[src/rtl/cache_response_packetizer.sv]
`default_nettype none
// ============================================================================
// Module      : cache_response_packetizer
// Description : Queues arbiter read-returns and emits framed read-response
//               packets in order on a valid/ready router link.
// Revision    : 1.0 - initial release
// ============================================================================
module cache_response_packetizer #(
    parameter int DATA_WIDTH    = 32,
    parameter int NET_ADDR_W    = 4,
    parameter int LOCAL_ADDRESS = 0,
    parameter int FIFO_DEPTH    = 4,
    parameter int CNT_W         = 3,
    parameter int PKT_W         = 46
) (
    input  logic                  clk,
    input  logic                  reset,
    input  logic                  readReady,
    input  logic [NET_ADDR_W-1:0] requesterAddressIn,
    input  logic [DATA_WIDTH-1:0] cacheDataIn,
    output logic [PKT_W-1:0]      pktOut,
    output logic                  pktValid,
    input  logic                  pktReady,
    output logic [CNT_W-1:0]      fifoCount,
    output logic                  overflow,
    output logic [7:0]            dropCount
);

    localparam int                    c_PTR_W        = $clog2(FIFO_DEPTH);
    localparam logic [CNT_W-1:0]      c_DEPTH        = CNT_W'(FIFO_DEPTH);
    localparam logic [NET_ADDR_W-1:0] c_SRC          = NET_ADDR_W'(LOCAL_ADDRESS);
    localparam logic [1:0]            c_TYPE_RD_RESP = 2'b10;

    logic [PKT_W-1:0]   r_mem [FIFO_DEPTH];
    logic [c_PTR_W-1:0] r_wrPtr;
    logic [c_PTR_W-1:0] r_rdPtr;
    logic [CNT_W-1:0]   r_count;
    logic [3:0]         r_seq;
    logic               r_overflow;
    logic [7:0]         r_dropCount;

    logic               w_pop;
    logic               w_accept;
    logic               w_drop;
    logic [PKT_W-1:0]   w_pkt;

    assign pktValid  = (r_count != '0);
    assign pktOut    = pktValid ? r_mem[r_rdPtr] : '0;
    assign fifoCount = r_count;
    assign overflow  = r_overflow;
    assign dropCount = r_dropCount;

    // A full queue still accepts when the head leaves at the same edge.
    assign w_pop    = pktValid && pktReady;
    assign w_accept = readReady && ((r_count < c_DEPTH) || w_pop);
    assign w_drop   = readReady && !w_accept;

    assign w_pkt = PKT_W'({c_TYPE_RD_RESP, requesterAddressIn, c_SRC, r_seq, cacheDataIn});

    always_ff @(posedge clk) begin
        if (w_accept) begin
            r_mem[r_wrPtr] <= w_pkt;
        end
    end

    always_ff @(posedge clk or negedge reset) begin
        if (!reset) begin
            r_wrPtr     <= '0;
            r_rdPtr     <= '0;
            r_count     <= '0;
            r_seq       <= '0;
            r_overflow  <= 1'b0;
            r_dropCount <= '0;
        end else begin
            if (w_accept) begin
                r_wrPtr <= r_wrPtr + c_PTR_W'(1);
                r_seq   <= r_seq + 4'd1;
            end
            if (w_pop) begin
                r_rdPtr <= r_rdPtr + c_PTR_W'(1);
            end
            case ({w_accept, w_pop})
                2'b10:   r_count <= r_count + CNT_W'(1);
                2'b01:   r_count <= r_count - CNT_W'(1);
                default: r_count <= r_count;
            endcase
            if (w_drop) begin
                r_overflow <= 1'b1;
                if (r_dropCount != 8'hFF) begin
                    r_dropCount <= r_dropCount + 8'd1;
                end
            end
        end
    end

endmodule
`default_nettype wire

[config.mk]
export PLATFORM = sky130hd
export DESIGN_NAME = cache_response_packetizer
export DESIGN_NICKNAME = d
export VERILOG_FILES = /design/src/rtl/cache_response_packetizer.sv
export SDC_FILE = /design/constraint.sdc
export NUM_CORES = 1
export LEC_CHECK = 0
export ABC_AREA = 1
export CAP_MARGIN = 20
export CORE_ASPECT_RATIO = 1.4
export CORE_MARGIN = 8
export CORE_UTILIZATION = 35
export DETAILED_ROUTE_END_ITERATION = 8
export SKIP_LAST_GASP = 1
export SYNTH_ARGS = -nofsm -noshare
export SYNTH_HDL_FRONTEND = slang
export SYNTH_SLANG_ARGS = --single-unit
[constraint.sdc]
create_clock -name clk -period 4.3 [get_ports clk]
set_input_delay 0.645 -clock clk [delete_from_list [all_inputs] [get_ports clk]]
set_output_delay 0.645 -clock clk [all_outputs]
set_load 0.03 [all_outputs]
==> flow_summary.yaml <==
power_and_ir_drop:
  internal_power_mw: 4.338
  cellLeakagePower_nw: 3.205
  p_sw_frac: 0.3917
  pwr-share-seq: 0.346
  comb_power_share: 0.431
  p_sw_mw: 2.794
  vdd_drop_max_mv: 0.4636
  p_clk_frac: 0.223
  p_per_area_nw_per_um2: 782.0
worst_setup_path:
  critPathCaptureType: "primary output"
  worst-path-buf-inv: 2
  timing_worst_setup_path_type: "reg -> out"
  crit_required_ns: 3.65
  slowest_delay_ns: 0.74
  reg2reg_slack_ns: 2.15
  cp_slowest_cell: "clkdlybuf4s50_1"
  cp_max_fo: 59
  critical-path-top-delay-family: "buffers and inverters"
  cpMostUsedCell: "nor2_1"
  critPathLaunchType: "register"
  cp.arrival_ns: 2.92
  path_cells: "buf_4 > nor2_1 > nor2_1 > o21ai_0 > a21oi_1 > clkdlybuf4s50_1"
place:
  io_buffer_count: 93
  gp_congestion: 0.7475
  hpwl_um: 10350
flow_run:
  maxCapViolCount: 0
global_routing:
  grt_pass1_vias: 5100
  grt_max_degree: 60
  grt_pass1_wl_um: 26420
  grt_usage: 0.1291
  antenna_found_initial: 1
  overflow: 0
clock_tree:
  cts_tree: "yes"
  clkSlewWorstSetupHoldPaths_ns: 0.06
  cts_resized: 0
  cts_root_buf: "clkbuf_16"
  worstSkewPairLatency_ns: 0.42
  cts.sinks: 180
  hold_buffers: 0
  cts_max_level: 4
  cts_buffer_depth: 2
  cts_buffers: 17
  post-cts-setup-buffers: 0
die:
  start_util: 0.3573
  die_area_um2: 25950
  io_pins: 99
  fp.dieW_um: 138.4
  fp.dieH_um: 187.4
  coreArea_um2: 20560
  num_rows: 62
logic_synthesis:
  syn-cell-area_um2: 7346
  synthCells: 616
  synth_flop_cell: "edfxtp_1"
  synth_edf_count: 160
  synth-seq-cells: 180
  syn_area_per_cell_um2: 11.92
  yosysWarningCount: 0
  synth_cell_type_count: 25
  ys_seq_area_frac: 0.7222
  synthArstFlopShare: 0.1111
timing:
  finalCriticalPeriod_ns: 3.562
  setup-tns-final_ns: 0
  fmax_mhz: 280.8
  setup_viol: 0
  hold_ws_ns: 0.4886
  tightest_slew_ns: 0.8802
  rsz0062_at_grt: "false"
  post-route-period-util: 0.8283
  slew_headroom: 0.4123
  hold_viol_final: 0
  slew_viol_final: 0
  clock-skew-final_ns: 0.01358
routing:
  wl_per_cell_um: 17.06
  drt_first_pass_iters: 4
  drt_iter0_drc: 265
  drt-total-wl_um: 16600
  vias_per_cell: 4.889
  num_vias: 4757
  ant_nets: 0
  drc_errors: 0
layout:
  syn_to_final_growth_pct: 24.15
  n_fill_cell: 1835
  n_antenna_cell: 0
  fin_util: 0.4436
  drive_above_1_share: 0.07252
  fin_nets: 752
status:
  status: "complete, no violations"
min_path:
  holdCritPathClass: "in -> async"
kinds of logic (layout without fill, tap and decap cells):
group / count (synthesis) / count (layout) / synth area share
AND/OR/NAND/NOR: 230 / 230 / 0.1223
flip-flops: 180 / 180 / 0.7222
AO/OA/AOI/OAI: 126 / 126 / 0.08619
buffers and inverters: 62 / 159 / 0.04343
XOR/XNOR: 9 / 9 / 0.01073
adder cells (fa/ha/maj): 8 / 8 / 0.01465
other: 1 / 5 / 0.0005105
layer usage:
layer,up-vias,global-route usage,wire length [um]
met1,2357,0.1328,6429
li1,2278,-,-
met4,2,0.03564,139
met2,107,0.2380,8949
met5,-,0,13
met3,13,0.04827,1069
worst paths after layout:
path                                                from                        to  cells after the start
worst max-delay path              r_rdPtr[0]$_DFFE_PN0P_                pktOut[26]                      6
worst min-delay path                               reset  dropCount[5]$_DFFE_PN0P_                      1
worst max register to register  fifoCount[2]$_DFFE_PN0P_  fifoCount[2]$_DFFE_PN0P_                     10
worst min register to register      overflow$_DFFE_PN0P_      overflow$_DFFE_PN0P_                      1
max in group asynchronous                          reset    r_rdPtr[1]$_DFFE_PN0P_                      2
min in group clk                    overflow$_DFFE_PN0P_      overflow$_DFFE_PN0P_                      1
registers in the layout, summed over array words and instances, names as in the netlist:
name       flops
r_seq          4
r_rdPtr        2
dropCount      8
overflow       1
r_mem        160
r_wrPtr        2
fifoCount      3
placed cells by master, fill, tap and decap left out, drive strengths merged:
cell type	n
buf	9
conb	5
clkbuf	18
or2	2
nand3	11
bufinv	4
clkinvlp	2
fa	1
clkdlybuf4s50	93
o21ai	84
nor2	171
edfxtp	160
inv	27
nand2	45
a21oi	41
nand3b	1
ha	7
dfrtp	20
o21bai	1
xor2	3
clkinv	6
xnor2	6
worst register-to-register path: stages (launching register included):
cell     delay, ns
dfrtp_1       0.40
inv_1         0.08
nand3_1       0.16
nand2_1       0.15
inv_1         0.12
ha_1          0.15
inv_1         0.07
fa_1          0.39
or2_2         0.31
nand2_1       0.08
xor2_1        0.17
cell usage after synthesis (2+ instances only):
cell	n	area [um2]
a21oi_1	41	205.2
buf_2	14	70.07
buf_4	15	112.6
clkbuf_1	3	11.26
clkbuf_2	4	20.02
dfrtp_1	20	500.5
edfxtp_1	160	4805
ha_1	7	87.58
inv_1	23	86.33
inv_2	2	7.510
nand2_1	42	157.7
nand2_2	2	12.51
nand3_1	11	55.05
nor2_1	171	641.9
o21ai_0	68	340.3
o21ai_1	16	80.08
or2_2	2	12.51
xnor2_1	6	52.55
xor2_1	3	26.28
cell type report:
class                      count  area (um2)  share of cell area
inverter                      25       93.84             0.01029
timing repair buffer         102        1018              0.1117
clock buffer                  18       429.2             0.04706
multi-input combinational    378        1767              0.1937
sequential                   180        5308              0.5820
clock inverter                14       183.9             0.02017
tap                          256       320.3             0.03512
power by group through the flow:
stage	registers, mW	logic, mW	clock network (mW)
floorplan	2.48	1.96	0
global placement	2.49	3.08	0
detailed placement	2.50	3.12	0
CTS	2.47	3.14	1.63
global route	2.50	3.36	1.70
finish	2.47	3.07	1.59
stage by stage:
step                instance area, um2  setup slack, ns  power (mW)  cells
CTS                               9092           0.7031       7.233    972
detailed placement                8479            1.169       5.629    940
floorplan                         7361            1.290       4.438    620
finish                            9120           0.7382       7.132    973
global placement                  8479            1.199       5.569    940
global route                      9120           0.5345       7.552    973
(Power assumes the default switching activity.)
